$ cat src/rtl/gdiv_pkg.sv
// ---------------------------------------------------------------------------
// gdiv_pkg
// Shared types and constants for the Goldschmidt divider (goldschmidt_div).
//   gdiv_state_t   : controller states IDLE / MUL_N / MUL_D / DONE
//   GDIV_IT_W      : width of the refinement iteration counter
//   GDIV_ITERS_MIN : smallest supported ITERS value
//   GDIV_ITERS_MAX : largest supported ITERS value (fits GDIV_IT_W bits)
//   gdiv_iters_ok(): range check for an ITERS value
// ---------------------------------------------------------------------------
package gdiv_pkg;

   typedef enum logic [1:0] {
      IDLE  = 2'd0,
      MUL_N = 2'd1,
      MUL_D = 2'd2,
      DONE  = 2'd3
   } gdiv_state_t;

   localparam int GDIV_IT_W      = 4;
   localparam int GDIV_ITERS_MIN = 1;
   localparam int GDIV_ITERS_MAX = (1 << GDIV_IT_W) - 1;

   function automatic bit gdiv_iters_ok(input int iters);
      return (iters >= GDIV_ITERS_MIN) && (iters <= GDIV_ITERS_MAX);
   endfunction

endpackage

$ cat src/rtl/gdiv_fxmul.sv
// ---------------------------------------------------------------------------
// gdiv_fxmul
// Combinational unsigned Q1.(WIDTH-1) x Q1.(WIDTH-1) -> Q1.(WIDTH-1)
// multiplier used by the Goldschmidt divider.  The full 2*WIDTH product is
// re-aligned by dropping WIDTH-1 fraction bits; any result >= 2.0 saturates
// to all-ones.
//
// Build option:
//   GDIV_ROUND_EN defined   : round to nearest (add the first dropped bit
//                             before slicing; saturation checked afterwards)
//   GDIV_ROUND_EN undefined : truncate
//
// Ports:
//   a  input  WIDTH  multiplicand, Q1.(WIDTH-1)
//   b  input  WIDTH  multiplier,   Q1.(WIDTH-1)
//   y  output WIDTH  product,      Q1.(WIDTH-1), saturated
// ---------------------------------------------------------------------------
module gdiv_fxmul
   import gdiv_pkg::*;
#(
   parameter int WIDTH = 16
) (
   input  logic [WIDTH-1:0] a,
   input  logic [WIDTH-1:0] b,
   output logic [WIDTH-1:0] y
);

   logic [2*WIDTH-1:0] prod;
   logic [WIDTH:0]     aligned;

   // Align the Q2.(2*WIDTH-2) product back to Q1.(WIDTH-1).  The extra top
   // bit of the return value carries a rounding overflow into saturation.
   function automatic logic [WIDTH:0] fx_align(input logic [2*WIDTH-1:0] p);
      logic [WIDTH:0] s;
`ifdef GDIV_ROUND_EN
      s = {1'b0, p[2*WIDTH-2:WIDTH-1]} + {{WIDTH{1'b0}}, p[WIDTH-2]};
`else
      s = {1'b0, p[2*WIDTH-2:WIDTH-1]};
`endif
      return s;
   endfunction

   // Clamp to the largest representable value when the integer part of the
   // product (or the rounded result) reached 2.0.
   function automatic logic [WIDTH-1:0] fx_sat(input logic [WIDTH:0] s,
                                               input logic        ovf);
      return (ovf || s[WIDTH]) ? {WIDTH{1'b1}} : s[WIDTH-1:0];
   endfunction

   assign prod    = {{WIDTH{1'b0}}, a} * {{WIDTH{1'b0}}, b};
   assign aligned = fx_align(prod);
   assign y       = fx_sat(aligned, prod[2*WIDTH-1]);

endmodule

$ cat src/rtl/goldschmidt_div.sv
// ---------------------------------------------------------------------------
// goldschmidt_div
// Self-sequencing Goldschmidt divider: q = n / d for normalised unsigned
// Q1.(WIDTH-1) operands, starting from a caller-supplied reciprocal seed
// K0 ~= 1/d.  Each refinement iteration takes two cycles on one shared
// multiplier (gdiv_fxmul): N <= N*K, then D <= D*K and K <= 2 - D.
// After ITERS+1 such pairs the quotient is N.
//
// Build option: GDIV_ROUND_EN selects round-to-nearest in gdiv_fxmul
// (default build truncates).
//
// Parameters:
//   WIDTH  operand/result width (Q1.(WIDTH-1))
//   ITERS  refinement iterations after the seed scaling, 1..15
//
// Ports:
//   clk    input   1      rising-edge clock
//   reset  input   1      asynchronous active-low reset
//   start  input   1      divide request, taken only while ready=1
//   n_in   input   WIDTH  dividend, [1,2)
//   d_in   input   WIDTH  divisor, [1,2) (MSB must be set)
//   ia_in  input   WIDTH  reciprocal seed, (0.5,1]
//   clear  input   1      synchronous abort back to IDLE, no done pulse
//   ready  output  1      high while IDLE
//   done   output  1      one-cycle pulse when q_out/err are updated
//   q_out  output  WIDTH  quotient, held until the next result
//   err    output  1      divisor was not normalised; held with q_out
// ---------------------------------------------------------------------------
module goldschmidt_div
   import gdiv_pkg::*;
#(
   parameter int WIDTH = 16,
   parameter int ITERS = 3
) (
   input  logic             clk,
   input  logic             reset,
   input  logic             start,
   input  logic [WIDTH-1:0] n_in,
   input  logic [WIDTH-1:0] d_in,
   input  logic [WIDTH-1:0] ia_in,
   input  logic             clear,
   output logic             ready,
   output logic             done,
   output logic [WIDTH-1:0] q_out,
   output logic             err
);

   // Q1.(WIDTH-1) representation of 1.0; a divisor below it is rejected.
   localparam logic [WIDTH-1:0]     ONE     = {1'b1, {(WIDTH-1){1'b0}}};
   localparam logic [GDIV_IT_W-1:0] IT_LAST = GDIV_IT_W'(ITERS);

   gdiv_state_t            state_q;
   gdiv_state_t            state_d;
   logic [WIDTH-1:0]       n_q;
   logic [WIDTH-1:0]       d_q;
   logic [WIDTH-1:0]       k_q;
   logic [GDIV_IT_W-1:0]   it_q;
   logic                   err_pend_q;
   logic                   d_bad;
   logic                   last_iter;
   logic [WIDTH-1:0]       mul_a;
   logic [WIDTH-1:0]       mul_y;

   assign d_bad     = (d_in & ONE) == '0;
   assign last_iter = (it_q == IT_LAST);

   // Shared multiplier: N*K in MUL_N, D*K in MUL_D.
   assign mul_a = (state_q == MUL_D) ? d_q : n_q;

   gdiv_fxmul #(
      .WIDTH (WIDTH)
   ) u_fxmul (
      .a (mul_a),
      .b (k_q),
      .y (mul_y)
   );

   // ---- state register ----
   always_ff @(posedge clk or negedge reset) begin
      if (!reset) begin
         state_q <= IDLE;
      end else begin
         state_q <= state_d;
      end
   end

   // ---- next-state logic ----
   // A rejected divisor parks in DONE for one extra cycle (err_pend_q) so
   // its result and done pulse appear two cycles after acceptance.
   always_comb begin
      state_d = state_q;
      if (clear) begin
         state_d = IDLE;
      end else begin
         case (state_q)
            IDLE:    if (start) state_d = d_bad ? DONE : MUL_N;
            MUL_N:   state_d = MUL_D;
            MUL_D:   state_d = last_iter ? DONE : MUL_N;
            DONE:    state_d = err_pend_q ? DONE : IDLE;
            default: state_d = IDLE;
         endcase
      end
   end

   // ---- outputs ----
   always_comb begin
      ready = (state_q == IDLE);
      done  = (state_q == DONE) && !err_pend_q;
   end

   // ---- datapath ----
   always_ff @(posedge clk or negedge reset) begin
      if (!reset) begin
         n_q        <= '0;
         d_q        <= '0;
         k_q        <= '0;
         it_q       <= '0;
         q_out      <= '0;
         err        <= 1'b0;
         err_pend_q <= 1'b0;
      end else if (clear) begin
         // Abort: results from the previous divide stay visible.
         err_pend_q <= 1'b0;
      end else begin
         case (state_q)
            IDLE: begin
               if (start) begin
                  if (d_bad) begin
                     err_pend_q <= 1'b1;
                  end else begin
                     n_q  <= n_in;
                     d_q  <= d_in;
                     k_q  <= ia_in;
                     it_q <= '0;
                     err  <= 1'b0;
                  end
               end
            end
            MUL_N: begin
               n_q <= mul_y;
            end
            MUL_D: begin
               d_q <= mul_y;
               // 2.0 - D: two's complement of D in WIDTH bits.
               k_q <= '0 - mul_y;
               if (last_iter) begin
                  q_out <= n_q;
               end else begin
                  it_q <= it_q + GDIV_IT_W'(1);
               end
            end
            DONE: begin
               if (err_pend_q) begin
                  q_out      <= {WIDTH{1'b1}};
                  err        <= 1'b1;
                  err_pend_q <= 1'b0;
               end
            end
            default: ;
         endcase
      end
   end

endmodule

$ cat config.mk
export PLATFORM = sky130hd
export DESIGN_NAME = goldschmidt_div
export DESIGN_NICKNAME = d
export VERILOG_FILES = /design/src/rtl/gdiv_pkg.sv /design/src/rtl/gdiv_fxmul.sv /design/src/rtl/goldschmidt_div.sv
export SDC_FILE = /design/constraint.sdc
export NUM_CORES = 1
export LEC_CHECK = 0
export BUFFER_PORTS_ARGS = -buffer_cell sky130_fd_sc_hd__buf_2
export CAP_MARGIN = 0
export CORE_MARGIN = 3
export CORE_UTILIZATION = 45
export DETAILED_ROUTE_END_ITERATION = 12
export HOLD_SLACK_MARGIN = 0.12
export PLACE_DENSITY = 0.6
export SKIP_CTS_REPAIR_TIMING = 1
export SYNTH_ARGS = -nofsm -noshare
export SYNTH_HDL_FRONTEND = slang
export SYNTH_SLANG_ARGS = --single-unit
$ cat constraint.sdc
create_clock -name clk -period 10.5 [get_ports clk]
set_input_delay 2.1 -clock clk [delete_from_list [all_inputs] [get_ports clk]]
set_output_delay 2.1 -clock clk [all_outputs]
set_load 0.02 [all_outputs]
==> flow_metrics.tcl, run 1 <==
set metrics [dict create \
    outcome "finished, final reports clean" \
    post-route-period-util 0.8772 \
    synth_edf_count 0 \
    finalMaxSlewViolations 0 \
    first_global_vias 10350 \
    worstSetupPathType "register to register" \
    num_rows 59 \
    cts_tree "yes" \
    clk_pin_slew_ns 0.06 \
    die_area_um2 29290 \
    hpwl_um 24910 \
    grtUsageMet2 0.3999 \
    start_util 0.4643 \
    grt_pass1_wl_um 53360 \
    antenna_found_initial 1 \
    fmax_mhz 108.6 \
    period_minus_slack_ns 9.210 \
    avgViaCountPerCell 5.388 \
    dr.pass1.iters 5 \
    ctsLongestPathBuffers 2 \
    met3_usage 0.02172 \
    io_buffers 70 \
    cts_buffers 9 \
    min_path_type "register to register" \
    vias 9850 \
    synthFlopType "dfrtp_1" \
    h-tree-depth 3 \
    arrival_ns 9.46 \
    syn_area_um2 12270 \
    die_h_um 171.1 \
    grt-ovfl-total 0 \
    clockRootBuffer "clkbuf_16" \
    gp_congestion 0.8912 \
    synth.avg_cell_area_um2 8.365 \
    yosysSeqAreaShare 0.1468 \
    cpMostUsedCell "fa_1" \
    synth.net_count 1815 \
    use_met1 0.3135 \
    drt_iter0_markers 546 \
    grt-busiest-layer "met2" \
    clock_latency_ns 0.34 \
    postRouteAntennaNets 0 \
    track_usage 0.2279 \
    drt-total-wl_um 31600 \
    worst_pin_slew_ns 1.034 \
    design.portCount 71 \
    synthToLayoutAreaGrowth_pct 7.718 \
    slowest_delay_ns 0.74 \
    cp_data_required_time_ns 10.75 \
    critical_path.slowest_cell "dfrtp_1" \
    syn_inst 1467 \
    regArea_um2 1802 \
    critPathLaunchType "register" \
    setup_violations 0 \
    drc 0 \
    die_w_um 171.1 \
    final_hold_viol_count 0 \
    cap_violations 0 \
    async_reset_ff_frac 1.000 \
    wl_per_cell_um 17.29 \
    synth_seq_cells 72 \
    synth_cell_type_count 65 \
    multi_input_area_um2 9326 \
    worstPathMaxFanout 25 \
    coreArea_um2 26430 \
    relSlewSlack 0.3067 \
    yosysWarningCount 0 \
    grt_max_degree 73 \
    nFillCells 2599 \
    clock_sinks 72 \
    fin_tns_setup_ns 0 \
    drive_above_1_share 0.07708 \
    cp-end-kind "register" \
    rsz0062_at_grt "no" \
    skew_ns 0.008095 \
    nNetsFinal 1835 \
]
[final cells by class]
class	count	area share
antenna	1	0.0001893
clock buffer	11	0.01912
clock inverter	5	0.007761
inverter	232	0.06588
multi-input combinational	1090	0.7055
sequential	72	0.1363
tap	335	0.03171
timing repair buffer	82	0.03351
[worst max-delay path: cells and delay by family (launching register included)]
family / cells / cell delay (ns)
AO/OA/AOI/OAI: 6 / 1.29
XOR/XNOR: 1 / 0.18
adder cells (fa/ha/maj): 8 / 3.58
buffers and inverters: 8 / 1.12
flip-flops: 1 / 0.74
AND/OR/NAND/NOR: 9 / 2.20
[logic make-up after synthesis]
kind of cell | after synthesis | synth area share
XOR/XNOR | 28 | 0.01998
AND/OR/NAND/NOR | 549 | 0.2094
multiplexers | 5 | 0.004078
buffers and inverters | 305 | 0.09400
flip-flops | 72 | 0.1468
adder cells (fa/ha/maj) | 296 | 0.4199
AO/OA/AOI/OAI | 212 | 0.1058
[cells in the final DEF (no fill, tap or decap), types with 8 or more instances in the layout]
cell type,synthesis,layout
and2_1,118,118
and3_1,8,8
buf_2,1,69
inv_1,232,232
xnor2_1,15,15
nor3_1,13,11
clkbuf_16,0,9
fa_1,193,193
ha_1,103,103
dfrtp_1,72,72
a21o_1,12,12
or3_1,8,8
xor2_1,13,13
nand2_1,280,280
o21ai_0,80,80
nor2_1,77,77
nand4_1,8,8
nand3_1,13,13
buf_4,0,13
a21oi_1,63,63
[metal layers]
metal	wire [um]	part of all wire	vias to the layer above
met5	0	0	-
met4	480	0.015	0
met3	1179	0.037	34
met2	15770	0.50	210
met1	14180	0.45	4974
li1	-	-	4632
[synthesized netlist by cell type (6+ instances only)]
cell type / n / area, um2
dfrtp_1: 72 / 1802
nor2_1: 77 / 289.0
nand3_1: 13 / 65.06
a21oi_1: 63 / 315.3
fa_1: 193 / 3864
a21o_1: 12 / 90.09
and3_1: 8 / 50.05
inv_1: 232 / 870.8
clkbuf_1: 65 / 244.0
xor2_1: 13 / 113.9
xnor2_1: 15 / 131.4
ha_1: 103 / 1289
and2_1: 118 / 738.2
nand2_1: 280 / 1051
buf_1: 6 / 22.52
nand4_1: 8 / 50.05
o21ai_0: 80 / 400.4
or3_1: 8 / 50.05
nor3_1: 13 / 65.06
[final timing paths]
check | startpoint | to | slack, ns | cells past startpoint
max | state_q[1] | k_q[14] | 1.29 | 32
min | d_q[14] | d_q[14] | 0.48 | 1
max reg2reg | state_q[1] | k_q[14] | 1.29 | 32
min reg2reg | d_q[14] | d_q[14] | 0.48 | 1
max in group asynchronous | reset | k_q[7] | 7.99 | 1
min in group asynchronous | reset | err | 1.90 | 1
[metrics by stage]
step	area [um2]	hold WS [ns]	std cells	utilization	worst slack [ns]
6_report	13220	0.4779	1828	0.5002	1.290
2_1_floorplan	12270	0.4495	1467	-	2.595
4_1_cts	13220	0.4806	1827	0.5001	1.380
5_1_grt	13220	0.5096	1827	0.5001	0.5674
3_3_place_gp	12860	0.4652	1811	0.4866	1.679
3_5_place_dp	12860	0.4667	1811	0.4866	1.404
[registers in the layout, summed over array words and instances, names as in the netlist]
register    flops
k_q            16
err_pend_q      1
err             1
q_out          16
d_q            16
state_q         2
it_q            4
n_q            16
Power of run 1 is left out: the tool's default activity adds up to more than one toggle a clock period on the data nets, which glitch-free logic cannot reach.
==> inputs of run 2 (changes only) <==
--- a/config.mk
+++ b/config.mk
@@ -8,10 +8,12 @@
 export BUFFER_PORTS_ARGS = -buffer_cell sky130_fd_sc_hd__buf_2
 export CAP_MARGIN = 0
 export CORE_MARGIN = 3
-export CORE_UTILIZATION = 45
+export CORE_UTILIZATION = 55
+export CTS_CLUSTER_DIAMETER = 60
 export DETAILED_ROUTE_END_ITERATION = 12
 export HOLD_SLACK_MARGIN = 0.12
-export PLACE_DENSITY = 0.6
+export PLACE_DENSITY = 0.71
+export RECOVER_POWER = 25
 export SKIP_CTS_REPAIR_TIMING = 1
 export SYNTH_ARGS = -nofsm -noshare
 export SYNTH_HDL_FRONTEND = slang
==> run 2 against run 1 <==
The flow now finishes with violations (max-capacitance violations, max-slew violations). Routed wire length is 0.48% higher. Core utilization is 9.5 points higher. First-iteration DRC count is 2.7% higher. Setup slack better by 0.11 ns. Register-to-register slack better by 0.11 ns. Clock skew is 0.00098 ns lower. Die area is 18% lower. Hold slack better by 0.011 ns. Flip-flop and latch count stayed put. Global-route usage is 4.5 points higher. Count of clock-buffer cells in the layout is 1 higher. Critical endpoint is now k_q[12].
==> flow_metrics.tcl, run 2 (synthesis results as in run 1) <==
set metrics [dict create \
    outcome "finished with violations" \
    violations "max-capacitance violations, max-slew violations" \
    grt_pass1_wl_um 52830 \
    die_h_um 155.4 \
    cap_violations 1 \
    min_path_type "register to register" \
    h-tree-depth 3 \
    setup_violations 0 \
    cp-end-kind "register" \
    coreArea_um2 21890 \
    critPathLaunchType "register" \
    ctsLongestPathBuffers 2 \
    clk_pin_slew_ns 0.05 \
    fmax_mhz 109.9 \
    layout_commonest_cell "nand2_1" \
    synthToLayoutAreaGrowth_pct 6.250 \
    worstPathMaxFanout 27 \
    arrival_ns 9.30 \
    track_usage 0.2732 \
    grt_max_degree 73 \
    start_util 0.5606 \
    skew_ns 0.007110 \
    final_cell_mix "280 x nand2_1, 232 x inv_1, 193 x fa_1, 118 x and2_1, 103 x ha_1" \
    die_w_um 155.4 \
    worstSetupPathType "register to register" \
    antenna_cells 0 \
    design.portCount 71 \
    first_global_vias 10530 \
    relSlewSlack -1.574 \
    wl_per_cell_um 17.96 \
    nFillCells 1989 \
    critPathLaunch "state_q[0]" \
    postRouteAntennaNets 0 \
    cp_data_required_time_ns 10.70 \
    cts_buffers 9 \
    post-route-period-util 0.8662 \
    vias 10000 \
    wl_met1_um 13090 \
    post-route-util 0.5956 \
    met2WireLength_um 16090 \
    period_minus_slack_ns 9.095 \
    drt-total-wl_um 31760 \
    final_hold_viol_count 0 \
    path_delay_family "adder cells" \
    critPathBufInv 5 \
    drt_iter0_markers 561 \
    fin_tns_setup_ns 0 \
    dpl_worst_slack_ns 1.547 \
    r2r-start "state_q[0]" \
    num_rows 54 \
    clock_sinks 72 \
    dr.max_layer_used "met4" \
    hold_slack_ns 0.4885 \
    dr.pass1.iters 5 \
    drc 0 \
    setup_slack_ns 1.405 \
    wl_met3_um 1812 \
    gp_congestion 0.9225 \
    rrSetupSlack_ns 1.40 \
    hp-start "d_q[9]" \
    avgViaCountPerCell 5.657 \
    hpwl_um 24030 \
    worst_pin_slew_ns 3.860 \
    slowest_delay_ns 0.88 \
    clock_latency_ns 0.33 \
    cpMostUsedCell "fa_1" \
    antenna_found_initial 0 \
    finalMaxSlewViolations 73 \
    die_area_um2 24140 \
    grt-ovfl-total 0 \
    clockRootBuffer "clkbuf_16" \
    nNetsFinal 1832 \
    cts_tree "yes" \
    io_buffers 70 \
    drive_above_1_share 0.07191 \
    critical_path.slowest_cell "nand2b_1" \
    rsz0062_at_grt "no" \
]
==> run 2: changes by cell type in the layout (fill, tap and decap cells not counted), sizes merged <==
cell / before / now
clkbuf: 11 / 14
bufinv: 3 / 0
diode: 1 / 0
buf: 82 / 77
clkinv: 1 / 2
==> run 2: path summary, 6_finish.rpt <==
path / to / depth (start not counted)
setup / recovery: k_q[12] / 29
min in group asynchronous: it_q[3] / 1
hold reg to reg: d_q[9] / 2
max in group asynchronous: k_q[4] / 1
setup reg to reg: k_q[12] / 29
hold / removal: d_q[9] / 2
==> run 2: worst min-delay path: cells and delay by family, from the launching register on <==
family,cells,cell delay (ns)
AOI/OAI and AO/OA,1,0.06
DFF,1,0.34
and+or+nand+nor,1,0.05
==> run 2: final cells by class <==
class	count	area, um2	area share
Multi-Input combinational cell	1090	9326	0.7153
Sequential cell	72	1802	0.1382
Inverter	232	870.8	0.06679
Timing Repair Buffer	79	415.4	0.03186
Tap cell	280	350.3	0.02687
Clock buffer	12	256.5	0.01967
Clock inverter	3	17.52	0.001343
==> run 2: layer usage <==
layer | vias up | global-route usage
li1 | 4633 | -
met3 | 56 | 0.03338
met1 | 5018 | 0.3583
met4 | 0 | 0.07420
met2 | 294 | 0.4802
met5 | - | 0
==> run 2: per-stage QoR <==
step                      cells  cell area [um2]
after floorplan            1467            12270
after global placement     1753            12770
after detailed placement   1753            12770
after CTS                  1768            13040
after global routing       1768            13040
final                      1768            13040
Power of run 2 is left out for the same reason.
==> inputs of run 3 (changes only) <==
--- a/config.mk
+++ b/config.mk
@@ -5,6 +5,7 @@
 export SDC_FILE = /design/constraint.sdc
 export NUM_CORES = 1
 export LEC_CHECK = 0
+export ABC_AREA = 1
 export BUFFER_PORTS_ARGS = -buffer_cell sky130_fd_sc_hd__buf_2
 export CAP_MARGIN = 0
 export CORE_MARGIN = 3
==> run 3 against run 2 <==
The flow still finishes with violations (max-capacitance violations, max-slew violations). Setup slack lost 0.37 ns. Design area grew 2.4%. Register-to-register slack lost 0.37 ns. Area after synthesis grew 1.6%. Die area grew 1.5%. Via count grew 10%. Non-clock buffer count shrank 1. Largest cell class unchanged. First-iteration DRC count grew 73%.
==> flow_metrics.tcl, run 3 <==
set metrics [dict create \
    avgViaCountPerCell 5.554 \
    h-tree-depth 3 \
    worstSetupPathType "register to register" \
    setup_slack_ns 1.033 \
    antenna_found_initial 1 \
    final_cell_mix "341 x inv_1, 329 x nand2_1, 247 x nor2_1, 193 x fa_1, 103 x ha_1" \
    ctsLongestPathBuffers 2 \
    clock_latency_ns 0.33 \
    nNetsFinal 2045 \
    clk_pin_slew_ns 0.06 \
    synthToLayoutAreaGrowth_pct 7.168 \
    cp_data_required_time_ns 10.68 \
    synth.avg_cell_area_um2 7.517 \
    post-route-period-util 0.9017 \
    postRouteAntennaNets 0 \
    yosys-top-cells-count "341 x inv_1, 329 x nand2_1, 247 x nor2_1, 193 x fa_1, 103 x ha_1" \
    relSlewSlack -1.601 \
    fin_tns_setup_ns 0 \
    yosysTopAreaCellShare 0.3100 \
    wl_met1_um 16410 \
    critical_path.slowest_cell "o21ai_0" \
    slowest_delay_ns 1.14 \
    critPathLaunchType "register" \
    async_reset_ff_frac 1.000 \
    met2WireLength_um 16950 \
    gp_congestion 1.006 \
    synth.net_count 2006 \
    track_usage 0.3213 \
    nFillCells 2090 \
    grt-ovfl-total 0 \
    period_minus_slack_ns 9.467 \
    clock_sinks 72 \
    drt_iter0_markers 972 \
    synth_cell_type_count 46 \
    coreArea_um2 22030 \
    dr.max_layer_used "met5" \
    synthTopCellsByArea "fa_1 31%, dfrtp_1 14%, ha_1 10%" \
    yosysWarningCount 0 \
    rsz0062_at_grt "no" \
    synth_top_cell_by_area "fa_1" \
    syn_area_um2 12460 \
    design.portCount 71 \
    yosysSeqAreaShare 0.1446 \
    grt_pass1_wl_um 60550 \
    vias 11020 \
    cp-end-kind "register" \
    synthFlopType "dfrtp_1" \
    synth.most_common_cell "inv_1" \
    drt-total-wl_um 38350 \
    worst_pin_slew_ns 3.902 \
    hpwl_um 31490 \
    start_util 0.5658 \
    finalMaxSlewViolations 73 \
    cap_violations 1 \
    final_hold_viol_count 0 \
    layout_commonest_cell "inv_1" \
    dpl_worst_slack_ns 1.219 \
    num_rows 54 \
    wl_met3_um 3467 \
    outcome "finished with violations" \
    io_buffers 70 \
    setup_violations 0 \
    die_area_um2 24500 \
    die_w_um 156.5 \
    drc 0 \
    dr.pass1.iters 5 \
    clockRootBuffer "clkbuf_16" \
    skew_ns 0.006948 \
    arrival_ns 9.65 \
    fmax_mhz 105.6 \
    min_path_type "register to register" \
    wl_per_cell_um 19.33 \
    synth_seq_cells 72 \
    grt_max_degree 73 \
    worstPathMaxFanout 59 \
    cts_tree "yes" \
    first_global_vias 11160 \
    syn_inst 1658 \
    violations "max-capacitance violations, max-slew violations" \
    drive_above_1_share 0.07168 \
    cts_buffers 9 \
    synth_edf_count 0 \
    die_h_um 156.5 \
]
[run 3: worst max-delay path, delay by kind of cell, from the launching register on]
family / cells / cell delay [ns]
buffers and inverters: 7 / 1.10
and+or+nand+nor: 13 / 2.14
adders and majority gates: 8 / 3.57
DFF: 1 / 0.61
AOI/OAI and AO/OA: 5 / 1.82
[run 3: logic make-up (layout without fill, tap and decap cells)]
logic type,Yosys count,after routing,synth area share
compound gates,189,189,0.08584
flops,72,72,0.1446
buf+inv,402,446,0.1231
other cells,0,2,0
xor+xnor,8,8,0.005622
simple gates,691,691,0.2275
fa+ha+maj,296,296,0.4134
[run 3: per-stage QoR]
stage | instances | util | hold WS [ns] | instance area [um2]
floorplan | 1658 | - | 0.4479 | 12460
global placement | 1966 | 0.5919 | 0.4610 | 13040
detailed placement | 1966 | 0.5919 | 0.4664 | 13040
CTS | 1982 | 0.6064 | 0.4828 | 13360
global route | 1982 | 0.6062 | 0.5086 | 13350
finish | 1984 | 0.6064 | 0.4824 | 13360
[run 3: per-layer routing]
metal	track usage	vias up
met2	0.4849	478
met5	0	-
met3	0.07024	79
met1	0.4625	5327
li1	-	5134
met4	0.1084	2
[run 3: layout make-up]
type                    instances  area, um2  share of cell area
flip-flops and latches         72       1802              0.1349
well taps                     280      350.3             0.02623
clock buffers                  10      229.0             0.01714
repair buffers                 78      407.9             0.03054
multi-input cells            1184       9145              0.6847
diodes                          2      5.005           0.0003747
inverters                     352       1326             0.09930
clock inverters                 6      91.34            0.006838
[run 3: worst paths after layout]
| check | startpoint | end | slack, ns | cells after the start |
|---|---|---|---|---|
| setup / recovery | state_q[0] | k_q[6] | 1.03 | 33 |
| hold / removal | d_q[6] | d_q[6] | 0.48 | 2 |
| setup reg to reg | state_q[0] | k_q[6] | 1.03 | 33 |
| hold reg to reg | d_q[6] | d_q[6] | 0.48 | 2 |
| max in group asynchronous | reset | err_pend_q | 5.20 | 1 |
| min in group asynchronous | reset | n_q[7] | 3.13 | 1 |
Power of run 3 is left out for the same reason.
